`config.mk`:
```
export PLATFORM = sky130hd
export DESIGN_NAME = mux_rr_arbiter
export DESIGN_NICKNAME = d
export VERILOG_FILES = /design/src/rtl/mux_rr_arbiter_pkg.sv /design/src/rtl/mux_rr_arbiter_pick.sv /design/src/rtl/mux_rr_arbiter.sv
export SDC_FILE = /design/constraint.sdc
export NUM_CORES = 1
export LEC_CHECK = 0
export CORE_MARGIN = 2
export CORE_UTILIZATION = 45
export DETAILED_ROUTE_END_ITERATION = 10
export HOLD_SLACK_MARGIN = 0.02
export PLACE_DENSITY = 0.71
export SKIP_LAST_GASP = 1
export SLEW_MARGIN = 30
export SYNTH_ARGS = -nofsm -noshare
export SYNTH_HDL_FRONTEND = slang
export SYNTH_SLANG_ARGS = --single-unit
export TNS_END_PERCENT = 100
```
`constraint.sdc`:
```
create_clock -name clk -period 4.6 [get_ports clk]
set_input_delay 0.92 -clock clk [delete_from_list [all_inputs] [get_ports clk]]
set_output_delay 0.92 -clock clk [all_outputs]
set_load 0.05 [all_outputs]
```
`src/rtl/mux_rr_arbiter_pkg.sv`:
```
// Shared types and helpers for the round-robin arbiter that owns the 16:1 mux.
package mux_rr_arbiter_pkg;

    localparam int N_REQ = 16;
    localparam int SEL_W = 4;

    typedef logic [SEL_W-1:0] idx_t;
    typedef logic [N_REQ-1:0] req_t;

    typedef enum logic [1:0] {
        IDLE = 2'd0,
        OWN  = 2'd1,
        GAP  = 2'd2
    } state_t;

    // Index arithmetic wraps naturally at N_REQ because N_REQ == 2**SEL_W.
    function automatic idx_t rotate_index(input idx_t ptr, input idx_t offset);
        return idx_t'(ptr + offset);
    endfunction

endpackage

```
`src/rtl/mux_rr_arbiter_pick.sv`:
```
// Combinational round-robin pick: first set request at or after ptr, wrapping.
module rr_priority_pick
    import mux_rr_arbiter_pkg::*;
(
    input  req_t req,
    input  idx_t ptr,
    output idx_t winner,
    output logic any_req
);

    req_t rotated;
    idx_t offset;

    always_comb begin
        // NOTE: every variable gets a default before the loops so no latch is inferred.
        rotated = '0;
        offset  = '0;
        for (int k = 0; k < N_REQ; k++) begin
            rotated[k] = req[rotate_index(ptr, idx_t'(k))];
        end
        // Scanning from the top down leaves the lowest set offset as the winner.
        for (int k = N_REQ - 1; k >= 0; k--) begin
            if (rotated[k]) offset = idx_t'(k);
        end
    end

    assign winner  = rotate_index(ptr, offset);
    assign any_req = |req;

endmodule

```
`src/rtl/mux_rr_arbiter.sv`:
```
// Round-robin owner sequencer for the shared 16:1 mux: grants, hold limit, guard gap.
module mux_rr_arbiter
    import mux_rr_arbiter_pkg::*;
#(
    parameter int unsigned MAX_HOLD = 8
) (
    input  logic             clk,
    input  logic             rst,
    input  logic [N_REQ-1:0] req,
    input  logic             release_i,
    output logic [SEL_W-1:0] sel,
    output logic             mux_en_n,
    output logic [N_REQ-1:0] grant,
    output logic             grant_valid,
    output logic             timeout,
    output logic [7:0]       grant_cnt
);

    state_t     state, state_d;
    idx_t       ptr, ptr_d;
    logic [7:0] hold_cnt, hold_cnt_d;
    idx_t       sel_d;
    req_t       grant_d;
    logic       mux_en_n_d, grant_valid_d, timeout_d;
    logic [7:0] grant_cnt_d;

    idx_t winner;
    logic any_req;

    rr_priority_pick u_pick (
        .req     (req),
        .ptr     (ptr),
        .winner  (winner),
        .any_req (any_req)
    );

    logic at_limit, owner_req, end_own;
    assign at_limit  = (hold_cnt == 8'(MAX_HOLD));
    assign owner_req = req[sel];
    assign end_own   = release_i | ~owner_req | at_limit;

    // NOTE: reset is synchronous and covers every flop, so a mid-OWN reset drops the grant on that edge.
    always_ff @(posedge clk) begin
        if (rst) begin
            state       <= IDLE;
            ptr         <= '0;
            hold_cnt    <= '0;
            sel         <= '0;
            grant       <= '0;
            grant_valid <= 1'b0;
            mux_en_n    <= 1'b1;
            timeout     <= 1'b0;
            grant_cnt   <= '0;
        end else begin
            // NOTE: non-blocking so every register samples pre-edge values.
            state       <= state_d;
            ptr         <= ptr_d;
            hold_cnt    <= hold_cnt_d;
            sel         <= sel_d;
            grant       <= grant_d;
            grant_valid <= grant_valid_d;
            mux_en_n    <= mux_en_n_d;
            timeout     <= timeout_d;
            grant_cnt   <= grant_cnt_d;
        end
    end

    always_comb begin
        state_d = state;
        unique case (state)
            IDLE, GAP: state_d = any_req ? OWN : IDLE;
            OWN:       if (end_own) state_d = GAP;
            default:   state_d = IDLE;
        endcase
    end

    // Next values for the registered outputs and bookkeeping counters.
    always_comb begin
        ptr_d         = ptr;
        hold_cnt_d    = hold_cnt;
        sel_d         = sel;
        grant_d       = grant;
        grant_valid_d = grant_valid;
        mux_en_n_d    = mux_en_n;
        timeout_d     = 1'b0;
        grant_cnt_d   = grant_cnt;

        if (state != OWN && state_d == OWN) begin
            sel_d         = winner;
            grant_d       = req_t'(1) << winner;
            grant_valid_d = 1'b1;
            mux_en_n_d    = 1'b0;
            hold_cnt_d    = 8'd1;
            ptr_d         = rotate_index(winner, idx_t'(1));
            grant_cnt_d   = grant_cnt + 8'd1;
        end else if (state == OWN && end_own) begin
            grant_d       = '0;
            grant_valid_d = 1'b0;
            mux_en_n_d    = 1'b1;
            hold_cnt_d    = '0;
            // Only a pure hold-limit expiry counts as a timeout.
            timeout_d     = at_limit & ~release_i & owner_req;
        end else if (state == OWN) begin
            hold_cnt_d    = hold_cnt + 8'd1;
        end
    end

endmodule

```
==> results.toml, run 1 <==
[global_route]
overflow = 0
grt_max_degree = 19
antenna_found_initial = 0
grt.total_usage = 0.207
grt_pass1_vias = 2887
grt_pass1_wl_mm = 13.9

[finish]
fin_util = 0.615
diodes = 0
area_growth_pct = 32.6
fin_nets = 458
drive_gt1_frac = 0.268
layout.cells.non_filler = 520
final_cell_area_mm2 = 0.00444

[setup_path]
critPathLaunchType = "input pin"
r2r-end = "ptr[3]"
crit_slowest_cell = "mux4_2"
crit_chain = "dlymetal6s2s_1 -> mux4_2 -> mux4_2 -> o211ai_1 -> a21boi_0 -> o31ai_1 -> a31oi_1 -> ha_1 -> a21o_1 -> a21oi_1 -> xnor2_2 -> buf_4 -> nand2_1 -> mux2_2 -> nand4_1"
cp.buffers_inverters = 2
cp-end-kind = "flop"
reg2reg_depth = 16
cp_data_required_time_ns = 4.84
crit_fanout = 6
rrSetupSlack_ns = 0.34
path_class = "input pin to flop"
cp.arrival_ns = 4.56
rr_startpoint = "ptr[0]"
cpPeakStageDelay_ns = 0.55
crit_top_cell = "mux4_2"
cp_top_family = "multiplexers"

[sta]
layout_min_cycle_time_ns = 4.32
clock_skew_ns = 0.0123
worst_pin_slew_ns = 0.698
fmax_mhz = 231
min_period_over_period = 0.940
drv_slew = 0
setup_violations = 0
rsz0062_at_grt = "no"
slew_headroom = 0.534
worst_slack_ns = 0.275
final-hold-violation-count = 0
holdWs_ns = 0.459

[die]
fp.dieArea_mm2 = 0.00815
placementRows = 31
ios = 50
core-area_mm2 = 0.00721
die_x_um = 90.3
dieHeight_um = 90.3
start_util = 0.464

[cts]
htreeDepth = 2
clk-insertion-delay-late_ns = 0.30
cts_tree = "built"
hold_buffers = 0
root_buffer = "clkbuf_8"
cts_inserted_buffers = 5
clockBufferDepth = 2
path_clk_slew_ns = 0.08
cts.sinks = 45

[synthesis]
netlist_area_mm2 = 0.00335
synth_top_family_by_area = "multiplexers"
syn_inst = 326
yosysWarnings = 0
ys.flop_type = "dfxtp_1"
yosysSeqAreaShare = 0.269
netlist-cell-type-count = 47
synthSimpleGateAreaFrac = 0.151
syn_avg_cell_area_um2 = 10.3
yosys.area.top_type = "dfxtp_1"
synth_xor_area_frac = 0.0699
syn_nets = 364
yosysMostFrequentCell = "dfxtp_1"
synth-seq-cells = 45
yosysTopAreaCellShare = 0.269
ys_top_cells_by_count = "45 x dfxtp_1, 37 x mux4_2, 35 x nand2_1"
ys_top_cells_by_area = "dfxtp_1 27%, mux4_2 25%, ha_1 6.7%"
synth-compound-area-share = 0.104
synth_edf_count = 0
synthArstFlopShare = 0
muxShareOfSynthArea = 0.293
synthAdderAreaFrac = 0.0732

[flow_run]
max_cap_viol_count = 0

[drt]
antenna_left = 0
post-route-drc-count = 0
drt_iter0_markers = 181
firstDrtPassIters = 4
vias_per_cell = 5.65
wl_per_cell_um = 16.0
drt-total-wl_mm = 8.33
vias = 2937

[place]
dp_cells = 507
dpl_cell_area_mm2 = 0.00426
gp_congestion = 0.904
hpwl_mm = 6.54
io_buffers = 49
pre_cts_slack_ns = -0.342

[hold_path]
worst_hold_path_type = "flop to flop"
min_from = "mux_en_n"
min_to = "mux_en_n"
min_path_cells = 2

[power]
irDropWorstVdd_uv = 248
leakagePower_nw = 1.81
power.density_mw_per_mm2 = 674

[outcome]
status = "finished, final reports clean"
## tightest hold or removal path: stages, from the launching register on
cell and delay, ns:
dfxtp_1 0.32, nand2_1 0.05, nand2_1 0.05
## final cells by class
type,count,area [um^2]
Tap cell,99,124
Clock inverter,1,7.51
Fill cell,615,2780
Multi-Input combinational cell,248,2330
Sequential cell,45,902
Timing Repair Buffer,103,936
Clock buffer,7,76.3
Inverter,17,63.8
## logic make-up after synthesis
logic type,count (synthesis)
simple gates,106
compound gates,50
mux,48
flops,45
buf+inv,33
xor+xnor,25
fa+ha+maj,19
## what timing repair did
action | 4_1_cts | 5_1_grt
gates resized for setup | 2 | 19
pin swaps | 0 | 4
setup buffers | 1 | 4
setup endpoints to repair | 1 | 19
## routing by layer
metal  wire (um)  track usage
met1        3570        0.273
met4          67       0.0423
met3         390       0.0442
met5           0            0
met2        4300        0.354
## worst max path at each step
stage	slack [ns]	endpoint	startpoint	depth (start not counted)
finish	0.28	ptr[3]	req[9]	15
global route	0.09	grant[15]	ptr[2]	15
CTS	0.01	ptr[3]	req[9]	14
detailed placement	-0.34	ptr[3]	req[0]	14
global placement	-0.21	grant[7]	req[7]	13
floorplan	0.05	ptr[3]	ptr[1]	18
## power breakdown
part | switching, W | internal, W | total [W]
Sequential | 0.0000686 | 0.000450 | 0.000518
Clock | 0.000131 | 0.000108 | 0.000239
Combinational | 0.00111 | 0.00113 | 0.00224
Total | 0.00131 | 0.00168 | 0.00299
## registers in the layout (all words and copies together) (netlist names)
| register | cells |
|---|---|
| grant | 16 |
| state | 2 |
| hold_cnt | 8 |
| mux_en_n | 1 |
| sel | 4 |
| ptr | 4 |
| grant_cnt | 8 |
| timeout | 1 |
| grant_valid | 1 |
## layout by cell type, fill, tap and decap left out, types with 14 or more instances in the layout
cell type and n:
a21oi_1 14, ha_1 18, nor2_1 26, dlymetal6s2s_1 16, dfxtp_1 44, mux4_2 39
clkdlybuf4s50_1 33, inv_1 17, nand2_1 35, buf_4 54
## through the flow
step	total power, W	setup TNS, ns
after CTS	0.00293	0
after detailed placement	0.00267	-4.89
after floorplan	0.00195	0
after global placement	0.00262	-3.44
after global routing	0.00321	0
final	0.00299	0
Note: power is estimated with default switching activity, not from simulation.
==> run 2, diff against run 1 <==
--- a/config.mk
+++ b/config.mk
@@ -5,11 +5,11 @@
 export SDC_FILE = /design/constraint.sdc
 export NUM_CORES = 1
 export LEC_CHECK = 0
+export CORE_ASPECT_RATIO = 2
 export CORE_MARGIN = 2
-export CORE_UTILIZATION = 45
+export CORE_UTILIZATION = 39
 export DETAILED_ROUTE_END_ITERATION = 10
 export HOLD_SLACK_MARGIN = 0.02
-export PLACE_DENSITY = 0.71
 export SKIP_LAST_GASP = 1
 export SLEW_MARGIN = 30
 export SYNTH_ARGS = -nofsm -noshare
==> results.toml, run 2 (same netlist as run 1, synthesis figures left out) <==
[finish]
mostFrequentLayoutCell = "buf_4"
reg.largest.list = "grant (16), grant_cnt (8), hold_cnt (8)"
layout.cells.non_filler = 528
final_cell_area_mm2 = 0.00451
largest_register_ffs = 16
drive_gt1_frac = 0.295
area_growth_pct = 34.6
largest_register = "grant"
layout_common_cells = "63 x buf_4, 44 x dfxtp_1, 39 x mux4_2"
fin_util = 0.544
fin_nets = 467
diodes = 0

[place]
pre_cts_slack_ns = -0.382
dp_cells = 519
dpl_cell_area_mm2 = 0.00436
gp_congestion = 0.947
io_buffers = 49
hpwl_mm = 7.77

[cts]
path_clk_slew_ns = 0.06
clockBufferDepth = 2
hold_buffers = 0
cts_inserted_buffers = 5
root_buffer = "clkbuf_16"
clk-insertion-delay-late_ns = 0.29
cts_tree = "built"
cts.sinks = 45
htreeDepth = 2

[setup_path]
reg2reg_depth = 16
cp_data_required_time_ns = 4.83
rrSetupSlack_ns = 0.26
rr_startpoint = "ptr[1]"
r2r-end = "ptr[3]"
path_class = "input pin to flop"
cp.arrival_ns = 4.67
crit_fanout = 4
cp-end-kind = "flop"
critPathLaunchType = "input pin"

[hold_path]
min_from = "mux_en_n"
worst_hold_path_type = "flop to flop"
min_to = "mux_en_n"
min_path_cells = 2

[die]
core-area_mm2 = 0.00829
dieHeight_um = 135
start_util = 0.404
die_x_um = 69.5
placementRows = 47
ios = 50
fp.dieArea_mm2 = 0.00939

[sta]
final-hold-violation-count = 0
setup_violations = 0
holdWs_ns = 0.448
clock_skew_ns = 0.00594
worst_slack_ns = 0.164
drv_slew = 0
fmax_mhz = 225
min_period_over_period = 0.964
slew_headroom = 0.599
worst_pin_slew_ns = 0.601
layout_min_cycle_time_ns = 4.44
rsz0062_at_grt = "no"

[drt]
vias_per_cell = 5.67
drt-met1-wl_mm = 3.18
drt-total-wl_mm = 9.51
top_layer = "met4"
vias = 2995
firstDrtPassIters = 4
wl_met3_um = 226
dr_wl_met2_mm = 5.49
antenna_left = 0
post-route-drc-count = 0
wl_per_cell_um = 18.0
drt_iter0_markers = 129

[global_route]
grt_pass1_wl_mm = 15.4
grt_pass1_vias = 3082
grt.total_usage = 0.210
overflow = 0
grt_max_degree = 26
antenna_found_initial = 0

[power]
power.density_mw_per_mm2 = 719
irDropWorstVdd_uv = 421
leakagePower_nw = 1.78

[outcome]
status = "finished, final reports clean"

[flow_run]
max_cap_viol_count = 0
-- run 2: cell types whose count changed in the layout (fill, tap and decap cells not counted), sizes merged --
| cell | delta |
|---|---|
| clkdlybuf4s50 | -1 |
| dlymetal6s2s | -13 |
| dlygate4sd2 | +12 |
| buf | +10 |
| clkinv | +2 |
| clkinvlp | -1 |
-- run 2: power breakdown --
part	total [W]	internal (W)	leakage, nW	switching [W]
registers	0.000517	0.000450	0.367	0.0000666
logic	0.00236	0.00119	1.34	0.00117
clock network	0.000360	0.000216	0.0768	0.000145
total	0.00324	0.00186	1.78	0.00138
-- run 2: worst max path at each step --
stage,end,slack (ns),depth (start not counted),startpoint
final,ptr[3],0.16,15,req[9]
after global routing,ptr[3],0.005,15,req[4]
after CTS,ptr[3],0.004,15,req[3]
after detailed placement,ptr[3],-0.38,15,req[4]
after global placement,ptr[3],-0.36,15,req[9]
after floorplan,ptr[3],0.05,18,ptr[1]
-- run 2: final cells by class --
class	count	area, um^2
Inverter	17	63.8
Multi-Input combinational cell	248	2320
Sequential cell	45	902
Tap cell	98	123
Clock inverter	2	13.8
Timing Repair Buffer	112	946
Fill cell	763	3780
Clock buffer	6	139
-- run 2: per-stage QoR --
step           setup TNS (ns)  total power (W)
2_1_floorplan               0          0.00195
3_3_place_gp            -4.18          0.00283
3_5_place_dp            -4.50          0.00286
4_1_cts                     0          0.00324
5_1_grt                     0          0.00345
6_report                    0          0.00324
-- run 2: per-layer routing --
layer	global-route usage	vias up
met4	0.154	0
li1	-	1416
met2	0.401	65
met5	0	-
met3	0.0269	34
met1	0.199	1480
-- run 2: worst max-delay path, cell delays in order --
cell and delay, ns:
dlygate4sd2_1 0.30, buf_4 0.16, mux4_2 0.48, mux4_2 0.55, or3_1 0.39, a21oi_1 0.15
a21oi_1 0.08, ha_1 0.21, fa_1 0.54, inv_1 0.08, nor3_2 0.17, nor3b_2 0.22
nand2b_1 0.08, mux2_2 0.26, nand4_1 0.08
-- run 2: repair_timing --
action / 4_1_cts / 5_1_grt
buffers inserted: 0 / 1
endpoints found under the setup margin: 4 / 20
pin swaps: 0 / 2
gates resized for setup: 16 / 7
==> run 3, diff against run 2 <==
--- a/config.mk
+++ b/config.mk
@@ -7,9 +7,10 @@
 export LEC_CHECK = 0
 export CORE_ASPECT_RATIO = 2
 export CORE_MARGIN = 2
-export CORE_UTILIZATION = 39
+export CORE_UTILIZATION = 50
 export DETAILED_ROUTE_END_ITERATION = 10
 export HOLD_SLACK_MARGIN = 0.02
+export PLACE_DENSITY = 0.78
 export SKIP_LAST_GASP = 1
 export SLEW_MARGIN = 30
 export SYNTH_ARGS = -nofsm -noshare
==> constraint.sdc (replaced) <==
create_clock -name clk -period 3.65 [get_ports clk]
set_input_delay 0.73 -clock clk [delete_from_list [all_inputs] [get_ports clk]]
set_output_delay 0.73 -clock clk [all_outputs]
set_load 0.05 [all_outputs]
==> results.toml, run 3 (same netlist as run 1, synthesis figures left out) <==
[cts]
hold_buffers = 0
htreeDepth = 2
clockBufferDepth = 2
cts_tree = "built"
clk-insertion-delay-late_ns = 0.30
cts_inserted_buffers = 5
path_clk_slew_ns = 0.07
root_buffer = "clkbuf_16"
cts.sinks = 45

[drt]
vias = 3244
drt_iter0_markers = 193
antenna_left = 0
post-route-drc-count = 0
vias_per_cell = 5.95
wl_per_cell_um = 19.6
drt-total-wl_mm = 10.7
firstDrtPassIters = 4

[die]
dieHeight_um = 120
ios = 50
fp.dieArea_mm2 = 0.00741
die_x_um = 61.9
placementRows = 42
start_util = 0.510
core-area_mm2 = 0.00657

[outcome]
violations = "setup timing"
status = "complete, but fails checks"

[hold_path]
worst_hold_path_type = "flop to flop"
min_path_cells = 2

[finish]
reg.largest.list = "grant (16), grant_cnt (8), hold_cnt (8)"
seq_area_um2 = 906
layout.cells.non_filler = 545
multi_input_area_mm2 = 0.00256
final_cell_area_mm2 = 0.00496
area_growth_pct = 48.2
fin_nets = 494
largest_register = "grant"
mostFrequentLayoutCell = "buf_4"
largest_register_ffs = 16
layout_common_cells = "83 x buf_4, 43 x dfxtp_1, 39 x mux4_2"
fillers = 407
diodes = 0
drive_gt1_frac = 0.457

[setup_path]
cp.arrival_ns = 4.33
critPathLaunchType = "flop"
cp_data_required_time_ns = 3.90
path_class = "flop to flop"
crit_fanout = 7
reg2reg_depth = 18
cp-end-kind = "flop"
rrSetupSlack_ns = -0.44

[sta]
rsz0062_at_grt = "yes"
setup_violations = 22
fmax_mhz = 245
worst_slack_ns = -0.436
min_period_over_period = 1.12
clock_skew_ns = 0.00936
final-hold-violation-count = 0
layout_min_cycle_time_ns = 4.09
worst_pin_slew_ns = 0.767
slew_headroom = 0.486
drv_slew = 0

[place]
dpl_cell_area_mm2 = 0.00455
dp_cells = 521
io_buffers = 49
hpwl_mm = 7.75
gp_congestion = 0.873

[global_route]
grt_max_degree = 21
grt_pass1_wl_mm = 16.4
grt.total_usage = 0.304
grt_pass1_vias = 3446
overflow = 0
antenna_found_initial = 0

[power]
p_int_w = 0.00282
power_frac_comb = 0.779
leakagePower_nw = 1.91
power.density_mw_per_mm2 = 1010
p_sw_frac = 0.437
power_frac_seq = 0.130
p_sw_w = 0.00219
irDropWorstVdd_uv = 610
p_clk_frac = 0.091

[flow_run]
max_cap_viol_count = 0
run 3: cell count changes in the layout (fill, tap and decap cells not counted), sizes merged:
cell and delta:
dlymetal6s2s -3, clkbuf -2, clkinvlp +1, inv +1, clkdlybuf4s50 +1, clkinv -1
clkdlybuf4s15 +6, dlygate4sd2 -12, buf +36
run 3: through the flow:
stage | total power (W) | utilization | hold WS (ns) | TNS, ns | setup slack [ns]
final | 0.00501 | 0.756 | 0.451 | -6.36 | -0.436
after global routing | 0.00528 | 0.756 | 0.474 | -11.85 | -0.725
after CTS | 0.00473 | 0.743 | 0.452 | -5.65 | -0.345
after floorplan | 0.00265 | - | 0.480 | -8.30 | -0.647
after detailed placement | 0.00389 | 0.693 | 0.443 | -21.50 | -1.13
after global placement | 0.00379 | 0.693 | 0.437 | -20.20 | -0.986
run 3: per-layer routing:
layer / global-route usage / routed length (um) / part of all wire
met4: 0.229 / 767 / 0.072
met2: 0.531 / 6000 / 0.56
met1: 0.274 / 3350 / 0.31
met3: 0.0765 / 577 / 0.054
met5: 0 / 0 / 0
run 3: critical path, cell delays in order, from the launching register on:
cell and delay (ns):
dfxtp_4 0.39, inv_6 0.05, ha_4 0.28, buf_4 0.16
mux4_2 0.33, buf_4 0.16, mux2i_1 0.27, mux2i_2 0.18
or3_4 0.37, a21oi_2 0.15, a21oi_2 0.07, ha_2 0.18
fa_2 0.57, inv_2 0.05, nor3_2 0.18, nor3b_2 0.22
nand2_1 0.08, mux2_4 0.27, nand4_1 0.06
run 3: final cells by class:
type                            count  share of cell area
Clock inverter                      3             0.00429
Clock buffer                        5              0.0252
Inverter                           17              0.0139
Sequential cell                    45               0.183
Multi-Input combinational cell    248               0.517
Tap cell                           88              0.0222
Timing Repair Buffer              139               0.235
run 3: worst paths after layout:
| check | endpoint | from |
|---|---|---|
| min reg2reg | grant[2] | grant[2] |
| max reg2reg | ptr[3] | ptr[1] |
| max | ptr[3] | ptr[1] |
| min | grant[2] | grant[2] |
run 3: power by group through the flow:
| stage | clock [W] | sequential (W) | combinational [W] |
|---|---|---|---|
| after floorplan | 0 | 0.000808 | 0.00184 |
| after global placement | 0 | 0.000657 | 0.00313 |
| after detailed placement | 0 | 0.000660 | 0.00323 |
| after CTS | 0.000465 | 0.000649 | 0.00362 |
| after global routing | 0.000476 | 0.000662 | 0.00414 |
| final | 0.000458 | 0.000649 | 0.00390 |
run 3: what timing repair did:
item                       4_1_cts  5_1_grt
setup buffers                   13        3
resized for setup               85       18
setup endpoints to repair       23       22
pin swaps                       19        2
